File: src/rtl/dmem_port_ctrl_pkg.sv
// Shared types and constants for the data-memory port controller and its store buffer.
package dmem_port_ctrl_pkg;

    typedef struct packed {
        logic        valid;
        logic [31:0] addr;
        logic [31:0] data;
        logic        half;
    } sb_entry_t;

    typedef logic [0:0] dmem_state_t;
    localparam dmem_state_t IDLE    = 1'b0;
    localparam dmem_state_t LD_WAIT = 1'b1;

    localparam logic [2:0] F3_LB  = 3'b000;
    localparam logic [2:0] F3_LH  = 3'b001;
    localparam logic [2:0] F3_LW  = 3'b010;
    localparam logic [2:0] F3_LBU = 3'b100;
    localparam logic [2:0] F3_LHU = 3'b101;

    localparam logic [6:0] OP_STORE = 7'b0100011;

endpackage

File: src/rtl/dmem_port_ctrl_store_buffer.sv
// Committed-store FIFO with a word-address match vector against the incoming load
// and the index of the youngest matching entry.
module dmem_port_ctrl_store_buffer
    import dmem_port_ctrl_pkg::*;
#(
    parameter int SB_DEPTH = 4
) (
    input  logic                        clk,
    input  logic                        reset,
    input  logic                        push,
    input  logic [31:0]                 push_addr,
    input  logic [31:0]                 push_data,
    input  logic                        push_half,
    input  logic                        pop,
    input  logic [29:0]                 cmp_word,
    output logic                        full,
    output logic                        empty,
    output sb_entry_t                   head_entry,
    output logic [SB_DEPTH-1:0]         match_vec,
    output logic [$clog2(SB_DEPTH)-1:0] youngest_idx,
    output sb_entry_t                   youngest_entry
);

    localparam int PW = $clog2(SB_DEPTH);
    localparam int CW = PW + 1;

    logic [PW-1:0]       head;
    logic [PW-1:0]       tail;
    logic [CW-1:0]       count;
    logic [SB_DEPTH-1:0] vld;
    logic [PW-1:0]       scan_idx;

    logic [31:0] addr_q [SB_DEPTH];
    logic [31:0] data_q [SB_DEPTH];
    logic        half_q [SB_DEPTH];

    // Control state: pointers, occupancy and per-entry valid bits.
    always_ff @(posedge clk or posedge reset) begin
        if (reset) begin
            head  <= '0;
            tail  <= '0;
            count <= '0;
            vld   <= '0;
        end else begin
            if (push) begin
                vld[tail] <= 1'b1;
                tail      <= tail + 1'b1;
            end
            if (pop) begin
                vld[head] <= 1'b0;
                head      <= head + 1'b1;
            end
            count <= count + CW'(push) - CW'(pop);
        end
    end

    always_ff @(posedge clk) begin
        if (push) begin
            addr_q[tail] <= push_addr;
            data_q[tail] <= push_data;
            half_q[tail] <= push_half;
        end
    end

    always_comb begin
        for (int i = 0; i < SB_DEPTH; i++) begin
            match_vec[i] = vld[i] && (addr_q[i][31:2] == cmp_word);
        end
    end

    // Valid entries are contiguous from head, so the last hit in age order is the youngest.
    always_comb begin
        youngest_idx = '0;
        scan_idx     = head;
        for (int i = 0; i < SB_DEPTH; i++) begin
            scan_idx = head + PW'(i);
            if (match_vec[scan_idx]) begin
                youngest_idx = scan_idx;
            end
        end
    end

    assign head_entry     = '{valid: vld[head], addr: addr_q[head],
                              data: data_q[head], half: half_q[head]};
    assign youngest_entry = '{valid: vld[youngest_idx], addr: addr_q[youngest_idx],
                              data: data_q[youngest_idx], half: half_q[youngest_idx]};
    assign full  = (count == CW'(SB_DEPTH));
    assign empty = (count == '0);

endmodule

File: src/rtl/dmem_port_ctrl.sv
// Single-port data-memory controller: store buffer drain, one outstanding load, load result return.
// Optional store-to-load forwarding of a buffered sw into an lw is enabled by DMEM_LD_FWD_EN.
module dmem_port_ctrl
    import dmem_port_ctrl_pkg::*;
#(
    parameter int SB_DEPTH = 4,
    parameter int MEM_LAT  = 2
) (
    input  logic        clk,
    input  logic        reset,
    input  logic        st_valid,
    input  logic [31:0] st_addr,
    input  logic [31:0] st_data,
    input  logic        st_half,
    output logic        st_full,
    input  logic        ld_valid,
    output logic        ld_ready,
    input  logic [31:0] ld_addr,
    input  logic [2:0]  ld_func3,
    input  logic [6:0]  ld_pd,
    input  logic [4:0]  ld_rob,
    input  logic        flush,
    output logic        mem_req,
    output logic        mem_we,
    output logic [31:0] mem_addr,
    output logic [31:0] mem_wdata,
    output logic [3:0]  mem_be,
    input  logic [31:0] mem_rdata,
    output logic        ld_done,
    output logic [6:0]  ld_done_pd,
    output logic [4:0]  ld_done_rob,
    output logic [31:0] ld_done_data
);

    localparam int PW = $clog2(SB_DEPTH);
    localparam int CW = (MEM_LAT > 1) ? $clog2(MEM_LAT) : 1;

    dmem_state_t   state;
    logic [CW-1:0] cnt;
    logic          ld_vld_p0;
    logic          ld_kill_p0;
    logic [31:0]   ld_addr_p0;
    logic [2:0]    ld_func3_p0;
    logic [6:0]    ld_pd_p0;
    logic [4:0]    ld_rob_p0;

    logic                sb_push, sb_pop, sb_full, sb_empty;
    sb_entry_t           sb_head, sb_young;
    logic [SB_DEPTH-1:0] sb_match;
    logic [PW-1:0]       sb_young_idx;

    logic        conflict_byp, conflict, fwd_ok;
    logic [31:0] fwd_data;
    logic        ld_accept, ld_fwd, ld_mem_accept, issue_ld, issue_st;

    function automatic logic [31:0] load_extract(input logic [2:0] f3, input logic [1:0] off,
                                                 input logic [31:0] rdata);
        logic signed [7:0]  b;
        logic signed [15:0] h;
        logic signed [31:0] r;
        b = rdata[{off, 3'b000} +: 8];
        h = off[1] ? rdata[31:16] : rdata[15:0];
        case (f3)
            F3_LB:   r = 32'(b);
            F3_LH:   r = 32'(h);
            F3_LBU:  r = {24'b0, b};
            F3_LHU:  r = {16'b0, h};
            default: r = rdata;
        endcase
        return r;
    endfunction

    function automatic logic [3:0] store_be(input logic half, input logic a1);
        return half ? (a1 ? 4'b1100 : 4'b0011) : 4'b1111;
    endfunction

    function automatic logic [31:0] store_wdata(input logic half, input logic [31:0] d);
        return half ? {2{d[15:0]}} : d;
    endfunction

    assign sb_push = st_valid && !sb_full;
    assign st_full = sb_full;

    dmem_port_ctrl_store_buffer #(.SB_DEPTH(SB_DEPTH)) u_sb (
        .clk            (clk),
        .reset          (reset),
        .push           (sb_push),
        .push_addr      (st_addr),
        .push_data      (st_data),
        .push_half      (st_half),
        .pop            (sb_pop),
        .cmp_word       (ld_addr[31:2]),
        .full           (sb_full),
        .empty          (sb_empty),
        .head_entry     (sb_head),
        .match_vec      (sb_match),
        .youngest_idx   (sb_young_idx),
        .youngest_entry (sb_young)
    );

    // The entry being pushed this cycle is younger than anything already buffered.
    assign conflict_byp = sb_push && (st_addr[31:2] == ld_addr[31:2]);
    assign conflict     = conflict_byp || (|sb_match);

`ifdef DMEM_LD_FWD_EN
    always_comb begin
        if (conflict_byp) begin
            fwd_ok   = !st_half && (ld_func3 == F3_LW);
            fwd_data = st_data;
        end else begin
            fwd_ok   = !sb_young.half && (ld_func3 == F3_LW);
            fwd_data = sb_young.data;
        end
    end
`else
    assign fwd_ok   = 1'b0;
    assign fwd_data = '0;
`endif

    logic unused_sb;
    assign unused_sb = ^{sb_head.valid, sb_head.addr[0], sb_young_idx, sb_young};

    assign ld_ready = !reset && (state == IDLE) && !ld_vld_p0 && !flush && !sb_full
                      && (!conflict || fwd_ok);
    assign ld_accept     = ld_valid && ld_ready;
    assign ld_fwd        = ld_accept && conflict;
    assign ld_mem_accept = ld_accept && !conflict;

    // A registered load always wins the port over a store drain.
    assign issue_ld = (state == IDLE) && ld_vld_p0;
    assign issue_st = (state == IDLE) && !ld_vld_p0 && !sb_empty;
    assign sb_pop   = issue_st;

    always_comb begin
        mem_req   = issue_ld || issue_st;
        mem_we    = issue_st;
        mem_addr  = '0;
        mem_wdata = '0;
        mem_be    = '0;
        if (issue_ld) begin
            mem_addr = {ld_addr_p0[31:2], 2'b00};
        end else if (issue_st) begin
            mem_addr  = {sb_head.addr[31:2], 2'b00};
            mem_wdata = store_wdata(sb_head.half, sb_head.data);
            mem_be    = store_be(sb_head.half, sb_head.addr[1]);
        end
    end

    // Stage p0: accepted load held until its memory wait completes.
    always_ff @(posedge clk) begin
        if (ld_mem_accept) begin
            ld_addr_p0  <= ld_addr;
            ld_func3_p0 <= ld_func3;
            ld_pd_p0    <= ld_pd;
            ld_rob_p0   <= ld_rob;
        end
    end

    always_ff @(posedge clk or posedge reset) begin
        if (reset) begin
            state        <= IDLE;
            cnt          <= '0;
            ld_vld_p0    <= 1'b0;
            ld_kill_p0   <= 1'b0;
            ld_done      <= 1'b0;
            ld_done_pd   <= '0;
            ld_done_rob  <= '0;
            ld_done_data <= '0;
        end else begin
            ld_done <= 1'b0;
            if (ld_vld_p0 && flush) begin
                ld_kill_p0 <= 1'b1;
            end
            if (state == IDLE) begin
                if (ld_vld_p0) begin
                    state <= LD_WAIT;
                    cnt   <= CW'(MEM_LAT - 1);
                end
            end else if (cnt == '0) begin
                state     <= IDLE;
                ld_vld_p0 <= 1'b0;
                if (!ld_kill_p0 && !flush) begin
                    ld_done      <= 1'b1;
                    ld_done_pd   <= ld_pd_p0;
                    ld_done_rob  <= ld_rob_p0;
                    ld_done_data <= load_extract(ld_func3_p0, ld_addr_p0[1:0], mem_rdata);
                end
            end else begin
                cnt <= cnt - 1'b1;
            end
            if (ld_mem_accept) begin
                ld_vld_p0  <= 1'b1;
                ld_kill_p0 <= 1'b0;
            end
            if (ld_fwd) begin
                ld_done      <= 1'b1;
                ld_done_pd   <= ld_pd;
                ld_done_rob  <= ld_rob;
                ld_done_data <= fwd_data;
            end
        end
    end

endmodule
File: config.mk
export PLATFORM = sky130hd
export DESIGN_NAME = dmem_port_ctrl
export DESIGN_NICKNAME = d
export VERILOG_FILES = /design/src/rtl/dmem_port_ctrl_pkg.sv /design/src/rtl/dmem_port_ctrl_store_buffer.sv /design/src/rtl/dmem_port_ctrl.sv
export SDC_FILE = /design/constraint.sdc
export NUM_CORES = 1
export LEC_CHECK = 0
export BUFFER_PORTS_ARGS = -buffer_cell sky130_fd_sc_hd__buf_2
export CAP_MARGIN = 10
export CELL_PAD_IN_SITES_DETAIL_PLACEMENT = 0
export CELL_PAD_IN_SITES_GLOBAL_PLACEMENT = 1
export CORE_AREA = 2 2 182 184
export DETAILED_ROUTE_END_ITERATION = 8
export DIE_AREA = 0 0 184 186
export GPL_TIMING_DRIVEN = 0
export MAX_ROUTING_LAYER = met4
export PLACE_DENSITY = 0.86
export SKIP_LAST_GASP = 1
export SLEW_MARGIN = 0
export SYNTH_ARGS = -nofsm -noshare
export SYNTH_HDL_FRONTEND = slang
export SYNTH_SLANG_ARGS = --single-unit
export TNS_END_PERCENT = 20
File: constraint.sdc
create_clock -name clk -period 5.9 [get_ports clk]
set_input_delay 0.295 -clock clk [delete_from_list [all_inputs] [get_ports clk]]
set_output_delay 0.295 -clock clk [all_outputs]
set_load 0.03 [all_outputs]
==> results.yml, run 1 <==
status:
  outcome: "finished, final reports clean"
floorplanning:
  dieArea_mm2: 0.0342
  die-height_um: 186
  rows: 66
  start_util: 0.502
  ios: 266
  core_mm2: 0.0322
  die_w_um: 184
clock_tree:
  clockBufferDepth: 3
  cts_tree: "yes"
  clock-root-buffer: "clkbuf_16"
  clk_pin_slew_ps: 60
  cts.sinks: 363
  cts_max_level: 2
  insertion_delay_ps: 540
  cts_made_buffers: 40
  cts_resized: 0
drt:
  drt-initial-drc-count: 891
  drt_pass1_iterations: 5
  viasPerCell: 5.56
  num_vias: 10400
  wl_per_cell_um: 23.0
  drcViolationCount: 0
  routed_wl_um: 43100
  ant_nets: 0
final_layout:
  layout.nets: 1598
  layout_common_cells: "edfxtp_1, buf_2, xnor2_1"
  drive_gt1_frac: 0.318
  n_fill_cell: 2464
  final-seq-area_mm2: 0.0106
  final_common_cell: "edfxtp_1"
  final_cell_area_mm2: 0.0202
  area_growth_pct: 25.1
  final_util: 0.628
  multi_input_area_mm2: 0.00508
timing:
  hold_violations: 0
  rsz0062_at_grt: "false"
  period_share: 0.546
  slew_headroom: 0.366
  tightest_slew_ps: 951
  clock_skew_ps: 22.5
  hold_slack_ps: 9.66
  tns_ps: 0
  fmax_mhz: 310
  setup_viol: 0
  drv_slew: 0
  period_needed_ps: 3220
placed_design:
  placed_area_mm2: 0.0182
  port_buffers: 262
  gp_congestion: 0.958
  dpl.hpwl_um: 30000
logic_synthesis:
  synth_area_per_cell_um2: 15.6
  netlist_area_mm2: 0.0162
  syn_inst: 1038
  async_reset_ff_frac: 0.165
  synth_edf_count: 303
  synthDistinctLibCells: 50
  synth_flop_cell: "edfxtp_1"
  synth.yosys.warnings: 0
  ys_ff_latch: 363
  yosysSeqAreaShare: 0.655
worst_setup_path:
  reg2reg_depth: 10
  crit_path_end_kind: "primary output"
  critPathLaunchType: "flip-flop"
  rrSetupSlack_ps: 2870
  path_max_fanout: 10
  r2r-start: "u_sb.count[2]"
  worstSetupPathType: "reg -> out"
  r2r-end: "u_sb.count[2]"
  crit_required_ps: 5610
  crit_arrival_ps: 2930
pwr:
  p_clk_frac: 0.222
  comb_power_share: 0.419
  p_leak_nw: 7.72
  internal_power_w: 0.00621
  finalPower_w: 0.0102
  power.density_mw_per_mm2: 502
  pwr-share-seq: 0.359
  ir_worst_vdd_v: 0.000428
  switching_share: 0.389
  power.switching_w: 0.00396
worst_hold_path:
  min_from: "st_addr[18]"
  whs_path_depth: 1
  hold_path_end: "u_sb.addr_q[1][18]"
  hp-class: "in -> reg"
grt:
  grt_max_degree: 52
  grt_use_total: 0.261
  grt_pass1_vias: 10600
  antenna_found_initial: 4
  grt_pass1_wl_um: 63700
  grt_remaining_overflow: 0
flow_run:
  drv_cap: 0
-- state kept, by name, indices dropped and copies added, names as in the netlist --
register / count
state: 1
ld_func3_p0: 3
ld_done: 1
ld_pd_p0: 7
ld_done_pd: 7
ld_addr_p0: 32
u_sb.addr_q: 124
ld_done_data: 32
ld_done_rob: 5
u_sb.vld: 4
u_sb.tail: 2
ld_rob_p0: 5
cnt: 1
ld_vld_p0: 1
u_sb.half_q: 4
u_sb.data_q: 128
u_sb.head: 2
u_sb.count: 3
ld_kill_p0: 1
-- metal layers --
metal  track usage  up-vias  wire length (um)  share of wire
met5             -        -                 0              0
met4        0.0707        0              1070          0.025
met3        0.0491       63              3670          0.085
met2         0.418      474             20500           0.48
met1         0.347     5217             17800           0.41
li1              -     4676                 -              -
-- Yosys cell counts, types with 7 or more instances --
| library cell | number | area [um^2] |
|---|---|---|
| a21oi_1 | 22 | 110 |
| a22o_1 | 31 | 272 |
| and2_1 | 21 | 131 |
| buf_2 | 34 | 170 |
| buf_4 | 7 | 52.6 |
| buf_6 | 10 | 113 |
| clkbuf_1 | 23 | 86.3 |
| dfrtp_1 | 60 | 1500 |
| edfxtp_1 | 303 | 9100 |
| ha_1 | 10 | 125 |
| inv_1 | 16 | 60.1 |
| mux2i_1 | 17 | 170 |
| mux4_2 | 64 | 1440 |
| nand2_1 | 72 | 270 |
| nand2b_1 | 9 | 56.3 |
| nand4_1 | 30 | 188 |
| nor2_1 | 34 | 128 |
| nor2b_1 | 19 | 119 |
| nor3b_1 | 8 | 60.1 |
| nor4_1 | 14 | 87.6 |
| o21ai_0 | 23 | 115 |
| o21ai_2 | 10 | 87.6 |
| o22ai_1 | 9 | 56.3 |
| o31ai_1 | 8 | 60.1 |
| xnor2_1 | 124 | 1090 |
| xor2_1 | 24 | 210 |
-- per-stage QoR --
| step | setup WS, ps | cells |
|---|---|---|
| global placement | 1700 | 1709 |
| finish | 2680 | 1876 |
| detailed placement | 2890 | 1715 |
| floorplan | 3020 | 1039 |
| global route | 2560 | 1875 |
| CTS | 2690 | 1871 |
-- power groups by stage --
stage / sequential [W] / combinational (W) / clock (W)
finish: 0.00365 / 0.00426 / 0.00226
global route: 0.00370 / 0.00454 / 0.00240
CTS: 0.00365 / 0.00429 / 0.00228
detailed placement: 0.00370 / 0.00422 / 0
global placement: 0.00372 / 0.00413 / 0
floorplan: 0.00393 / 0.00263 / 0
-- cell families after synthesis --
logic type               count (synthesis)  share of synthesized area
XOR/XNOR                               150                     0.0821
buffers and inverters                   97                     0.0321
multiplexers                            83                      0.101
other                                    1                   0.000232
AO/OA/AOI/OAI                          117                     0.0524
AND/OR/NAND/NOR                        216                     0.0679
adder cells (fa/ha/maj)                 11                    0.00897
flip-flops                             363                      0.655
-- how the worst max path moves through the flow --
stage	startpoint	end	slack (ps)
after CTS	u_sb.count[2]	mem_addr[27]	2690
after floorplan	u_sb.count[1]	ld_addr_p0[0]	3020
after global placement	u_sb.count[1]	u_sb.data_q[3][8]	1700
final	u_sb.count[2]	mem_addr[27]	2680
after detailed placement	u_sb.count[2]	u_sb.count[2]	2890
after global routing	ld_vld_p0	mem_addr[29]	2560
-- what timing repair did --
item / CTS / global route
hold buffers: 89 / 0
buffers inserted: 0 / 0
hold endpoints to repair: 241 / 0
-- critical path, stage by stage (launching register included) --
cell	delay (ps)
dfrtp_1	460
o31ai_4	660
inv_2	260
clkbuf_1	480
a22o_1	350
buf_2	190
-- layout make-up --
type	count	area share
Sequential cell	363	0.524
Clock inverter	13	0.00414
Clock buffer	54	0.0535
Antenna cell	5	0.000618
Tap cell	408	0.0252
Multi-Input combinational cell	579	0.251
Timing Repair Buffer	357	0.116
Inverter	18	0.00334
Buffer	79	0.0223
(Power assumes the default switching activity.)
==> run 2, diff against run 1 <==
Settings changed: ABC_AREA from default to 1, CORE_AREA 2 2 182 184 to 2 2 200 202, DIE_AREA 0 0 184 186 to 0 0 202 204, PLACE_DENSITY 0.86 to 0.8.
Clock period 5.9 ns to 3.13 ns, I/O delays scaled along.
==> results.yml, run 2 <==
floorplanning:
  ios: 266
  dieArea_mm2: 0.0412
  rows: 73
  start_util: 0.435
  core_mm2: 0.0392
  die_w_um: 202
  die-height_um: 204
clock_tree:
  clockBufferDepth: 3
  cts_made_buffers: 39
  insertion_delay_ps: 560
  cts_tree: "yes"
  clk_pin_slew_ps: 70
  cts_max_level: 2
  clock-root-buffer: "clkbuf_16"
  postCtsSetupBuffers: 0
  cts.sinks: 363
drt:
  num_vias: 14200
  viasPerCell: 5.24
  routed_wl_um: 54200
  wl_per_cell_um: 20.0
  drt-initial-drc-count: 1389
  drt_pass1_iterations: 6
  ant_nets: 0
  drcViolationCount: 0
pwr:
  ir_worst_vdd_v: 0.00106
  pwr-share-seq: 0.325
  power.density_mw_per_mm2: 964
  p_leak_nw: 9.22
  power.switching_w: 0.00939
  comb_power_share: 0.456
  p_clk_frac: 0.219
  switching_share: 0.442
  internal_power_w: 0.0118
logic_synthesis:
  synth_fa_ha_area_frac: 0.00852
  synth_area_per_cell_um2: 10.0
  synth.area.mux_share: 0
  synth_flop_cell: "edfxtp_1"
  synth_compound_area_frac: 0.118
  yosysMostFrequentCell: "nand2_1"
  synth_top_area_share: 0.534
  syn_inst: 1698
  yosysSeqAreaShare: 0.622
  synth-xor-area-share: 0.0370
  synth.yosys.warnings: 0
  netlist_area_mm2: 0.0170
  synthSimpleGateAreaFrac: 0.156
  async_reset_ff_frac: 0.165
  synth_edf_count: 303
  yosys-top-cells-count: "nand2_1, edfxtp_1, nor2_1"
  yosys-top-cells-area: "edfxtp_1, nand2_1, dfrtp_1"
  synthDistinctLibCells: 44
  yosysTopAreaCell: "edfxtp_1"
  synth_top_family_by_area: "simple AND/OR/NAND/NOR gates"
  ys_ff_latch: 363
final_layout:
  finalNonFillerCells: 2714
  layout_common_cells: "nand2_1, edfxtp_1, buf_2"
  regMostFlops: "u_sb.data_q"
  final_common_cell: "nand2_1"
  layout.nets: 2315
  final_cell_area_mm2: 0.0220
  n_fill_cell: 3426
  drive_gt1_frac: 0.189
  top_regs: "u_sb.data_q x128, u_sb.addr_q x124"
  largest_reg_flops: 128
  final_util: 0.562
  area_growth_pct: 29.2
timing:
  fmax_mhz: 323
  hold_slack_ps: 26.5
  slew_headroom: 0.430
  setup_slack_ps: 31.8
  drv_slew: 0
  tightest_slew_ps: 853
  hold_violations: 0
  period_needed_ps: 3100
  clock_skew_ps: 19.4
  setup_viol: 0
  period_share: 0.990
  rsz0062_at_grt: "true"
grt:
  grt_use_total: 0.267
  grt_max_degree: 38
  grt_remaining_overflow: 0
  grt_pass1_vias: 13700
  antenna_found_initial: 4
  grt_pass1_wl_um: 80500
status:
  outcome: "finished, final reports clean"
placed_design:
  port_buffers: 262
  placed_area_mm2: 0.0193
  dpl.hpwl_um: 37700
  place_inst: 2498
  gp_congestion: 0.898
  post-place-ws_ps: -48.1
worst_setup_path:
  crit_required_ps: 2970
  path_max_fanout: 10
  crit_buf_inv: 5
  crit_arrival_ps: 2940
  crit_path_end_kind: "primary output"
  critPathLaunchType: "flip-flop"
  cp_cell_sequence: "clkbuf_1 > nor2_1 > inv_2 > a31oi_4 > inv_2 > buf_2 > a221oi_2 > a31o_1 > buf_2"
  slowest_stage: "a31oi_4"
  critPathTopFamily: "compound AO/OA/AOI/OAI gates"
  worstSetupPathType: "reg -> out"
  max_stage_delay_ps: 400
worst_hold_path:
  hp-class: "in -> reg"
flow_run:
  drv_cap: 0
## run 2: cell count changes after synthesis, moves of 19 or more
cell	before	now
nand3_1	4	50
o21ai_0	23	135
mux4_2	64	0
xnor2_1	124	54
nor2b_1	19	0
inv_1	16	138
nand4_1	30	8
a32o_1	0	22
nand2_1	72	449
and2_1	21	1
clkbuf_1	23	43
a22o_1	31	0
a21oi_1	22	104
nor2_1	34	162
## run 2: worst paths after layout
check,startpoint,end,slack [ps],cells past startpoint
worst max-delay path,ld_vld_p0,mem_addr[8],30,9
worst min-delay path,mem_rdata[4],ld_done_data[4],30,4
worst max register to register,ld_vld_p0,ld_rob_p0[0],50,9
worst min register to register,ld_pd_p0[0],ld_done_pd[0],440,2
max in group asynchronous,reset,ld_done_rob[4],2290,4
min in group asynchronous,reset,ld_done_data[13],230,3
## run 2: final cells by class
type	count	area [um^2]	share of cell area
repair buffers	415	2990	0.136
clock buffers	48	1070	0.0487
flip-flops and latches	363	10600	0.481
inverters	147	552	0.0251
diodes	4	10.0	0.000455
multi-input cells	1095	5490	0.249
plain buffers	94	447	0.0203
clock inverters	23	208	0.00943
well taps	525	657	0.0298
## run 2: routing by layer
| metal | up-vias | GRT usage | part of all wire |
|---|---|---|---|
| li1 | 6669 | - | - |
| met1 | 6760 | 0.353 | 0.42 |
| met2 | 669 | 0.418 | 0.46 |
| met3 | 110 | 0.0443 | 0.077 |
| met4 | 0 | 0.0953 | 0.033 |
| met5 | - | - | 0 |
## run 2: cell families after synthesis
group | count (synthesis)
AOI/OAI and AO/OA | 333
xor gates and xnor gates | 72
adders and majority gates | 11
buffers and inverters | 241
DFF | 363
other | 1
and+or+nand+nor | 677
## run 2: per-stage QoR
stage          setup TNS [ps]  power, W
2_1_floorplan         -187850    0.0129
3_3_place_gp          -926630    0.0163
3_5_place_dp            -61.5    0.0164
4_1_cts                  -209    0.0212
5_1_grt                  -389    0.0222
6_report                    0    0.0212
## run 2: power groups by stage
stage	Clock (W)	Sequential, W	Combinational, W
2_1_floorplan	0	0.00752	0.00543
3_3_place_gp	0	0.00711	0.00915
3_5_place_dp	0	0.00699	0.00946
4_1_cts	0.00469	0.00689	0.00964
5_1_grt	0.00491	0.00699	0.0103
6_report	0.00465	0.00690	0.00969
## run 2: what timing repair did
action | in CTS | in global routing
gates cloned | 0 | 0
hold buffers | 141 | 0
resized for setup | 2 | 10
endpoints found under the hold margin | 353 | 0
endpoints found under the setup margin | 22 | 55
## run 2: worst register-to-register path: stages (launching register included)
cell	delay [ps]
dfrtp_1	360
clkbuf_1	250
nor2_1	210
inv_2	70
nor4_1	630
nand2_1	130
nor2_1	160
nand3_1	230
inv_2	410
buf_12	310
